`src/rtl/game_pkg.sv`:
```
// -----------------------------------------------------------------------------
// game_pkg
// Shared definitions for the game datapath:
//   - game_state_e   : stateGame encoding produced by gameFSM
//   - motion_state_e : per-frame update sequencer states of sprite_motion_ctrl
//   - SVGA active-area constants
//   - step_from_speed: speed index -> pixels per frame
// -----------------------------------------------------------------------------
package game_pkg;

  // stateGame encoding; gameFSM drives exactly these values.
  typedef enum logic [2:0] {
    GS_IDLE  = 3'd0,
    GS_RUN   = 3'd1,
    GS_PAUSE = 3'd2,
    GS_OVER  = 3'd3
  } game_state_e;

  // Per-frame update sequence: wait for tick, sample inputs, commit.
  typedef enum logic [1:0] {
    S_IDLE   = 2'd0,
    S_SAMPLE = 2'd1,
    S_CLAMP  = 2'd2
  } motion_state_e;

  localparam int SVGA_H_ACTIVE = 800;
  localparam int SVGA_V_ACTIVE = 600;

  // Signed width used for candidate coordinates: wide enough that
  // 0 - step is negative and 1023 + step does not wrap.
  localparam int COORD_CALC_W = 12;

  // Step size in pixels per frame: 1, 2, 4 or 8.
  function automatic logic [3:0] step_from_speed(input logic [1:0] spd);
    return 4'd1 << spd;
  endfunction

endpackage

```
`src/rtl/sprite_motion_ctrl_axis_step.sv`:
```
// -----------------------------------------------------------------------------
// axis_step
// Purely combinational one-axis motion step: applies +step / -step / 0 to the
// current coordinate according to two opposing buttons, then clamps the
// result into [0, limit_i].
//   coord_i : current coordinate (W bits, unsigned)
//   step_i  : step size in pixels (1..8)
//   dec_i   : button moving towards 0 (left / up)
//   inc_i   : button moving towards limit (right / down)
//   limit_i : largest legal coordinate
//   next_o  : clamped next coordinate
// -----------------------------------------------------------------------------
module axis_step
  import game_pkg::*;
#(
  parameter int W = 11
) (
  input  logic [W-1:0] coord_i,
  input  logic [3:0]   step_i,
  input  logic         dec_i,
  input  logic         inc_i,
  input  logic [W-1:0] limit_i,
  output logic [W-1:0] next_o
);

  logic signed [COORD_CALC_W-1:0] coord_s;
  logic signed [COORD_CALC_W-1:0] step_s;
  logic signed [COORD_CALC_W-1:0] delta_s;
  logic signed [COORD_CALC_W-1:0] limit_s;
  logic signed [COORD_CALC_W-1:0] cand_s;

  always_comb begin
    // NOTE: every variable assigned in a combinational block gets a value on
    // every path (here unconditionally first), otherwise a latch is inferred.
    coord_s = $signed({{(COORD_CALC_W-W){1'b0}}, coord_i});
    limit_s = $signed({{(COORD_CALC_W-W){1'b0}}, limit_i});
    step_s  = $signed({{(COORD_CALC_W-4){1'b0}}, step_i});
    delta_s = '0;

    // Both or neither button pressed cancel out to no motion.
    if (inc_i && !dec_i) begin
      delta_s = step_s;
    end else if (dec_i && !inc_i) begin
      delta_s = -step_s;
    end

    cand_s = coord_s + delta_s;

    if (cand_s[COORD_CALC_W-1]) begin
      next_o = '0;                      // underflow past the left/top edge
    end else if (cand_s > limit_s) begin
      next_o = limit_i;                 // overflow past the right/bottom edge
    end else begin
      next_o = cand_s[W-1:0];
    end
  end

endmodule

```
`src/rtl/sprite_motion_ctrl.sv`:
```
// -----------------------------------------------------------------------------
// sprite_motion_ctrl
// Per-frame player sprite position controller feeding printRGB.
//   clk         : system clock
//   reset       : asynchronous, active-low reset
//   frame_tick  : one-cycle pulse at the start of vertical blanking
//   stateGame   : game state from gameFSM (game_state_e encoding)
//   up/down/left/right : debounced direction button levels
//   setSpeed    : debounced speed button level; each press advances speed
//   pos_x/pos_y : sprite top-left corner, committed once per frame
//   speed       : speed index, step = 1 << speed
//   moving      : last commit changed the position
//   update_done : one-cycle pulse on each commit (two cycles after frame_tick)
// -----------------------------------------------------------------------------
module sprite_motion_ctrl
  import game_pkg::*;
#(
  parameter int H_ACTIVE = SVGA_H_ACTIVE,
  parameter int V_ACTIVE = SVGA_V_ACTIVE,
  parameter int SPRITE_W = 20,
  parameter int SPRITE_H = 20,
  parameter int X_INIT   = 390,
  parameter int Y_INIT   = 290
) (
  input  logic        clk,
  input  logic        reset,
  input  logic        frame_tick,
  input  logic [2:0]  stateGame,
  input  logic        up,
  input  logic        down,
  input  logic        left,
  input  logic        right,
  input  logic        setSpeed,
  output logic [10:0] pos_x,
  output logic [9:0]  pos_y,
  output logic [1:0]  speed,
  output logic        moving,
  output logic        update_done
);

  localparam logic [10:0] X_MAX  = 11'(H_ACTIVE - SPRITE_W);
  localparam logic [9:0]  Y_MAX  = 10'(V_ACTIVE - SPRITE_H);
  localparam logic [10:0] X_HOME = 11'(X_INIT);
  localparam logic [9:0]  Y_HOME = 10'(Y_INIT);

  motion_state_e state_q, state_d;
  game_state_e   game_q, game_d;
  logic          set_prev_q, set_prev_d;
  logic [1:0]    speed_q, speed_d;
  logic [3:0]    step_q, step_d;
  logic [10:0]   next_x_q, next_x_d;
  logic [9:0]    next_y_q, next_y_d;
  logic [10:0]   pos_x_q, pos_x_d;
  logic [9:0]    pos_y_q, pos_y_d;
  logic          moving_q, moving_d;
  logic          update_done_q, update_done_d;

  logic          set_edge;
  logic [10:0]   step_x;
  logic [9:0]    step_y;
  logic [10:0]   commit_x;
  logic [9:0]    commit_y;

  // Candidate positions from the live buttons and the step captured at tick
  // acceptance; latched in S_SAMPLE.
  axis_step #(.W(11)) u_axis_x (
    .coord_i (pos_x_q),
    .step_i  (step_q),
    .dec_i   (left),
    .inc_i   (right),
    .limit_i (X_MAX),
    .next_o  (step_x)
  );

  axis_step #(.W(10)) u_axis_y (
    .coord_i (pos_y_q),
    .step_i  (step_q),
    .dec_i   (up),
    .inc_i   (down),
    .limit_i (Y_MAX),
    .next_o  (step_y)
  );

  assign set_edge = setSpeed & ~set_prev_q;

  always_comb begin
    state_d       = state_q;
    game_d        = game_q;
    set_prev_d    = setSpeed;
    speed_d       = set_edge ? speed_q + 2'd1 : speed_q;
    step_d        = step_q;
    next_x_d      = next_x_q;
    next_y_d      = next_y_q;
    pos_x_d       = pos_x_q;
    pos_y_d       = pos_y_q;
    moving_d      = moving_q;
    update_done_d = 1'b0;
    commit_x      = pos_x_q;
    commit_y      = pos_y_q;

    unique case (state_q)
      S_IDLE: begin
        if (frame_tick) begin
          // Step is taken from speed_q before a same-cycle setSpeed edge
          // lands, so a coincident press only affects the following frame.
          step_d  = step_from_speed(speed_q);
          state_d = S_SAMPLE;
        end
      end

      S_SAMPLE: begin
        game_d   = game_state_e'(stateGame);
        next_x_d = step_x;
        next_y_d = step_y;
        state_d  = S_CLAMP;
      end

      S_CLAMP: begin
        case (game_q)
          GS_RUN: begin
            commit_x = next_x_q;
            commit_y = next_y_q;
          end
          GS_IDLE: begin
            commit_x = X_HOME;
            commit_y = Y_HOME;
          end
          default: begin
            // GS_PAUSE, GS_OVER and unknown encodings hold the position.
            commit_x = pos_x_q;
            commit_y = pos_y_q;
          end
        endcase
        pos_x_d       = commit_x;
        pos_y_d       = commit_y;
        moving_d      = (commit_x != pos_x_q) || (commit_y != pos_y_q);
        update_done_d = 1'b1;
        state_d       = S_IDLE;
      end

      default: state_d = S_IDLE;
    endcase
  end

  always_ff @(posedge clk or negedge reset) begin
    if (!reset) begin
      state_q       <= S_IDLE;
      game_q        <= GS_IDLE;
      set_prev_q    <= 1'b0;
      speed_q       <= 2'd0;
      step_q        <= 4'd1;
      next_x_q      <= X_HOME;
      next_y_q      <= Y_HOME;
      pos_x_q       <= X_HOME;
      pos_y_q       <= Y_HOME;
      moving_q      <= 1'b0;
      update_done_q <= 1'b0;
    end else begin
      // NOTE: non-blocking assignments so every flop samples the values from
      // before this edge, independent of statement order.
      state_q       <= state_d;
      game_q        <= game_d;
      set_prev_q    <= set_prev_d;
      speed_q       <= speed_d;
      step_q        <= step_d;
      next_x_q      <= next_x_d;
      next_y_q      <= next_y_d;
      pos_x_q       <= pos_x_d;
      pos_y_q       <= pos_y_d;
      moving_q      <= moving_d;
      update_done_q <= update_done_d;
    end
  end

  assign pos_x       = pos_x_q;
  assign pos_y       = pos_y_q;
  assign speed       = speed_q;
  assign moving      = moving_q;
  assign update_done = update_done_q;

endmodule

```
`config.mk`:
```
export PLATFORM = sky130hd
export DESIGN_NAME = sprite_motion_ctrl
export DESIGN_NICKNAME = d
export VERILOG_FILES = /design/src/rtl/game_pkg.sv /design/src/rtl/sprite_motion_ctrl_axis_step.sv /design/src/rtl/sprite_motion_ctrl.sv
export SDC_FILE = /design/constraint.sdc
export NUM_CORES = 1
export LEC_CHECK = 0
export CAP_MARGIN = 40
export CORE_ASPECT_RATIO = 1.5
export CORE_MARGIN = 2
export CORE_UTILIZATION = 25
export CTS_BUF_LIST = sky130_fd_sc_hd__clkbuf_8
export DETAILED_ROUTE_END_ITERATION = 7
export HOLD_SLACK_MARGIN = 0.05
export PLACE_DENSITY = 0.46
export SLEW_MARGIN = 20
export SYNTH_ARGS = -nofsm -noshare
export SYNTH_HDL_FRONTEND = slang
export SYNTH_HIERARCHICAL = 1
export SYNTH_SLANG_ARGS = --single-unit
```
`constraint.sdc`:
```
create_clock -name clk -period 4.6 [get_ports clk]
set_clock_uncertainty 0.2 [all_clocks]
set_input_delay 0.92 -clock clk [delete_from_list [all_inputs] [get_ports clk]]
set_output_delay 0.92 -clock clk [all_outputs]
set_load 0.005 [all_outputs]
```
# After elaboration in Yosys (flattened, before gate mapping)
# Index checks and enable logic that the tools add are counted.
[classes] eq_ne=6 magnitude_cmp=2 n_bitwise=2 addsub=4 n_reduce_logical=12 mux=15 shift=1
[op_table] op="$mux W12" n=4
[op_table] op="$mux W11" n=3
[op_table] op="$mux W10" n=3
[op_table] op="$gt A12 B11 Y1 const B" n=2
[op_table] op="$pmux W11 S2" n=1
[op_table] op="$pmux W10 S2" n=1
[op_table] op="$add A11 B12 Y12" n=1
[op_table] op="$add A12 B12 Y12" n=1
[op_table] op="$neg A4 Y12" n=1
[op_table] op="$ne A11 B11 Y1" n=1
[op_table] op="$ne A10 B10 Y1" n=1
[op_table] op="$logic_and A1 B1 Y1" n=4
[op_table] op="$logic_not A1 Y1" n=4
[op_table] op="$pmux W2 S2" n=1
[op_table] op="$shl A1 B2 Y4 const A" n=1
[op_table] op="$eq A3 B1 Y1 const B" n=1
[op_table] op="$logic_not A3 Y1" n=1
[op_table] op="$add A2 B1 Y2 const B" n=1
[op_table] op="$eq A2 B1 Y1 const B" n=1
[op_table] op="$eq A2 B2 Y1 const B" n=1
[op_table] op="$logic_not A2 Y1" n=1
[op_table] op="$mux W2" n=1
[op_table] op="$ne A2 B2 Y1 const B" n=1
[op_table] op="$reduce_and A2 Y1" n=1
[op_table] op="4 further kinds" n=4
[totals] register_bits=56 inputBits=11 word_cells=53

# Longest topological paths before layout
[logic_depth] depth_word=8 mapped_depth=20 mapped_depth_nobuf=19

# By module
# Netlist, hierarchy kept.
[modules_own_cells] module="sprite_motion_ctrl" instances=1 area_per_inst_um2=2607.5 cells_per_inst=251 seq_area_each_um2=1420.1
[modules_own_cells] module="axis_step (u_axis_y)" instances=1 area_per_inst_um2=1214.9 cells_per_inst=160 seq_area_each_um2=0.0
[modules_own_cells] module="axis_step (u_axis_x)" instances=1 area_per_inst_um2=1153.6 cells_per_inst=161 seq_area_each_um2=0.0

# Worst setup path after synthesis
# Ideal clock, no wire load.
[synth_timing] path_type="input -> register" start="in down" end="reg next_y_q[8]" n_path_buf=1 stages=18 slack_ns=0.005 required_ns=4.340 setup_ns=0.060 t_arrival_ns=4.336 cell_sequence="and2b_1 nor2_1 nor2_1 ha_1 fa_1 a211oi_1 o21a_1 o21ai_0 and3_1 or2_2 ha_1 nand4_1 o32ai_1 a31o_2 buf_1 a31oi_1 nor3_2 mux2_2"
[synth_via] elab_chain_len=8 elab_cells_between_ends=9
[synth_rtl] element="start: declaration" line="sprite_motion_ctrl.sv:30" source="input logic down,"
[synth_rtl] element="$logic_not A1 Y1" line="sprite_motion_ctrl_axis_step.sv:43" source="end else if (dec_i && !inc_i) begin"
[synth_rtl] element="$logic_and A1 B1 Y1" line="sprite_motion_ctrl_axis_step.sv:43"
[synth_rtl] element="$mux W12" line="sprite_motion_ctrl_axis_step.sv:43"
[synth_rtl] element="$mux W12 (*)" line="sprite_motion_ctrl_axis_step.sv:41" source="if (inc_i && !dec_i) begin"
[synth_rtl] element="$add A11 B12 Y12 (*)" line="sprite_motion_ctrl_axis_step.sv:47" source="cand_s = coord_s + delta_s;"
[synth_rtl] element="$gt A12 B11 Y1" line="sprite_motion_ctrl_axis_step.sv:51" source="end else if (cand_s > limit_s) begin"
[synth_rtl] element="$mux W10" line="sprite_motion_ctrl_axis_step.sv:51"
[synth_rtl] element="$mux W10 (*)" line="sprite_motion_ctrl_axis_step.sv:49" source="if (cand_s[COORD_CALC_W-1]) begin"
[synth_rtl] element="named net step_y[8]" line="sprite_motion_ctrl.sv:60" source="logic [9:0] step_y;"
[synth_rtl] element="end signal: assignment" line="sprite_motion_ctrl.sv:167" source="next_y_q <= next_y_d;"
[synth_rtl] element="end: declaration" line="sprite_motion_ctrl.sv:52" source="logic [9:0] next_y_q, next_y_d;"
# Mark *: on every way through the listed nets, which the timed path passes. The rest lies on a longest branch.
# A chain may end at the register's enable or synchronous reset.

# Worst setup path in the final report
[layout_timing] start="in down" end="reg next_y_q[2]"
# Same word-level chain as after synthesis.

==> flow_summary.yaml <==
final_layout:
  antenna_cells: 0
  fin_nets: 771
  nFillCells: 2026
  layout-drive-gt1-share_pct: 27.4
  area_growth_pct: 32.9
power:
  pwr_density_cell_nw_per_um2: 728
  ir_drop_mv: 0.404
  p_leak_nw: 2.94
synth:
  synth_area_leaders: "dfrtp_1, ha_1, dfstp_2"
  synth_edf_count: 0
  mappedNetlistArea_sq_um: 4980
  synthDistinctLibCells: 82
  synth_ff_type: "dfrtp_1"
  synthArstFlopShare_pct: 100
  yosys_warnings: 6
  yosys.area.top_type: "dfrtp_1"
  avgSynthCellArea_sq_um: 8.70
  ys_ff_latch: 56
  postSynthCellCount: 572
  yosys.area.top_type_share_pct: 20.6
  ys_seq_area_share_pct: 28.5
worst_hold_path:
  hold_class: "primary input to async pin"
critical_path:
  rr_endpoint: "next_y_q[2]"
  r2r_cells: 16
  cpMaxStageDelayCell: "o32ai_4"
  crit_arrival_ns: 4.53
  r2r-start: "step_q[0]"
  worstPathRequired_ns: 4.62
  critPathLaunchType: "primary input"
  max_stage_delay_ns: 0.39
  crit_type: "primary input to flop"
  r2r_slack_ns: 0.21
  cp_max_fo: 6
  cp_cell_sequence: "dlygate4sd2_1 > and2b_2 > nor2_1 > nor2_1 > ha_2 > fa_2 > a211oi_2 > o21a_1 > o21ai_2 > and3_4 > or2_4 > ha_4 > nand4_1 > o32ai_4 > a31oi_4 > nor4_2 > nor3_2 > nand2_1 > o21ai_0"
  critPathCaptureType: "flop"
  crit_top_cell: "nor2_1"
  endpoint: "next_y_q[2]"
  crit_start: "down"
cts:
  cts_tree: "done"
  htreeDepth: 2
  clkSinkCount: 56
  cts_root_buf: "clkbuf_8"
  numCtsBuffers: 5
  cts.clk_slew.worst_paths_ns: 0.10
  cts_buffer_depth: 2
  clk_latency_ns: 0.33
  postCtsHoldBufs: 0
die:
  die_w_microns: 119
  die_area_sq_um: 21100
  fp.coreArea_sq_um: 19600
  die_height_microns: 177
  initial_core_util_pct: 25.4
  pin_count: 36
  rows: 63
timing:
  fin_worst_hold_slack_ns: 0.295
  drv_slew: 0
  hold_viol: 0
  setup-tns-final_ns: 0
  fmax_mhz: 222
  maxSlewHeadroom_pct: 65.6
  layout_setup_ws_ns: 0.0968
  grt_setup_unrepaired: "true"
  period_needed_ns: 4.50
  tightest_slew_ns: 0.516
  period_share_pct: 97.9
  finalSetupViolCount: 0
routing:
  viasPerCell: 4.82
  final_antenna_net_count: 0
  routed_wl_microns: 15700
  dr.pass1.iters: 6
  wire_per_inst_microns: 16.2
  drtIter0Drc: 206
  num_vias: 4670
  drc: 0
placed_design:
  io_buffers: 35
  hpwl_microns: 12300
  place_ws_ns: -0.613
  gp_congestion: 0.881
global_route:
  grt_pass1_wl_microns: 24800
  antenna_found_initial: 0
  grt_usage_pct: 15.0
  grt_overflow: 0
  first_global_vias: 4722
  grt_start_max_net_pins: 44
run:
  maxCapViolCount: 0
status:
  outcome: "finished clean"
routing by layer:
metal / vias up / GRT usage [%] / wire (microns)
li1: 2320 / - / -
met1: 2248 / 16.6 / 6180
met2: 78 / 29.4 / 8720
met3: 24 / 1.51 / 359
met4: 0 / 5.01 / 395
met5: - / 0 / 0
cells by family after synthesis:
kind of cell	share of synthesized area [%]
AOI/OAI and AO/OA	25.0
xor gates and xnor gates	3.17
adders and majority gates	13.4
buffers and inverters	6.59
DFF	28.5
muxes	4.37
other	0.151
and+or+nand+nor	18.8
state kept, by name (all words and copies together), names as in the netlist:
signal and count:
next_y_q 10, speed 2, next_x_q 11, game_q 3, pos_y 10, set_prev_q 1, step_q 4, state_q 2
pos_x 11, update_done 1, moving 1
worst min path at each step:
| stage | end | depth (start not counted) |
|---|---|---|
| floorplan | game_q[2] | 1 |
| global placement | game_q[1] | 1 |
| detailed placement | game_q[2] | 1 |
| CTS | game_q[0] | 1 |
| global route | pos_x[5] | 1 |
| finish | game_q[0] | 1 |
timing repair:
item / CTS / global route
endpoints found under the setup margin: 21 / 21
setup buffers: 4 / 3
cloned: 0 / 1
gates resized for setup: 37 / 13
pin swaps: 26 / 24
endpoints found under the hold margin: 0 / 0
where the power goes:
group / total [mW] / switching, mW / internal, mW
clock network: 0.329 / 0.169 / 0.160
logic: 3.41 / 1.71 / 1.70
registers: 1.07 / 0.333 / 0.738
area by class of cell:
cell class	count	area (sq um)	area share [%]
multi-input cells	472	3580	54.1
clock inverters	3	38.8	0.587
well taps	260	325	4.92
flip-flops and latches	56	1420	21.5
clock buffers	5	68.8	1.04
inverters	56	210	3.18
repair buffers	117	971	14.7
metrics by stage:
| step | power (mW) | area [sq um] | instances | utilization, % |
|---|---|---|---|---|
| after CTS | 4.73 | 6530 | 965 | 33.3 |
| after floorplan | 2.86 | 5090 | 602 | - |
| after detailed placement | 4.13 | 6210 | 953 | 31.6 |
| final | 4.81 | 6610 | 969 | 33.7 |
| after global routing | 5.24 | 6610 | 969 | 33.7 |
| after global placement | 4.09 | 6200 | 952 | 31.6 |
synth_stat cells, types with 3 or more instances:
cell type / n
inv_1: 56
o21ai_0: 53
nand2_1: 52
ha_1: 50
dfrtp_1: 41
a21oi_1: 38
mux2_2: 18
nor2_1: 18
dfstp_2: 15
nor2b_1: 15
nand4_1: 14
nor3_1: 14
xnor2_1: 14
a21o_1: 10
clkbuf_1: 10
or3_1: 10
o31ai_1: 9
a31oi_1: 6
and3_1: 6
nand2b_1: 6
o21a_1: 6
a2111oi_0: 5
nand3_1: 5
o21ai_1: 5
o22ai_1: 5
a211oi_1: 4
a21oi_2: 4
a22o_1: 4
buf_6: 4
nor3_2: 4
o21bai_1: 4
xor2_1: 4
o2111ai_1: 3
worst max-delay path: cells and delay by family:
family	cells	cell delay [ns]
compound gates	6	1.11
simple gates	9	1.47
fa+ha+maj	3	0.81
buf+inv	1	0.21
cells in the final DEF, fill, tap and decap left out, types with 5 or more instances in the layout:
| cell | instances |
|---|---|
| a21oi_1 | 33 |
| nor3_2 | 5 |
| dfrtp_1 | 41 |
| clkbuf_8 | 5 |
| xnor2_1 | 14 |
| nor3_1 | 13 |
| clkdlybuf4s50_1 | 30 |
| and3_1 | 5 |
| conb_1 | 32 |
| a21oi_2 | 9 |
| nand4_1 | 14 |
| nand3_1 | 5 |
| mux2_2 | 18 |
| o22ai_1 | 5 |
| nor2_1 | 17 |
| inv_1 | 57 |
| nand2b_1 | 6 |
| or3_1 | 10 |
| ha_1 | 43 |
| o31ai_1 | 8 |
| nand2_1 | 52 |
| buf_4 | 80 |
| a21o_1 | 10 |
| o21ai_0 | 50 |
| dfstp_2 | 15 |
| nor2b_1 | 12 |
| o21ai_2 | 7 |
| o21a_1 | 6 |
No activity file was read; power rests on OpenSTA's default activity.
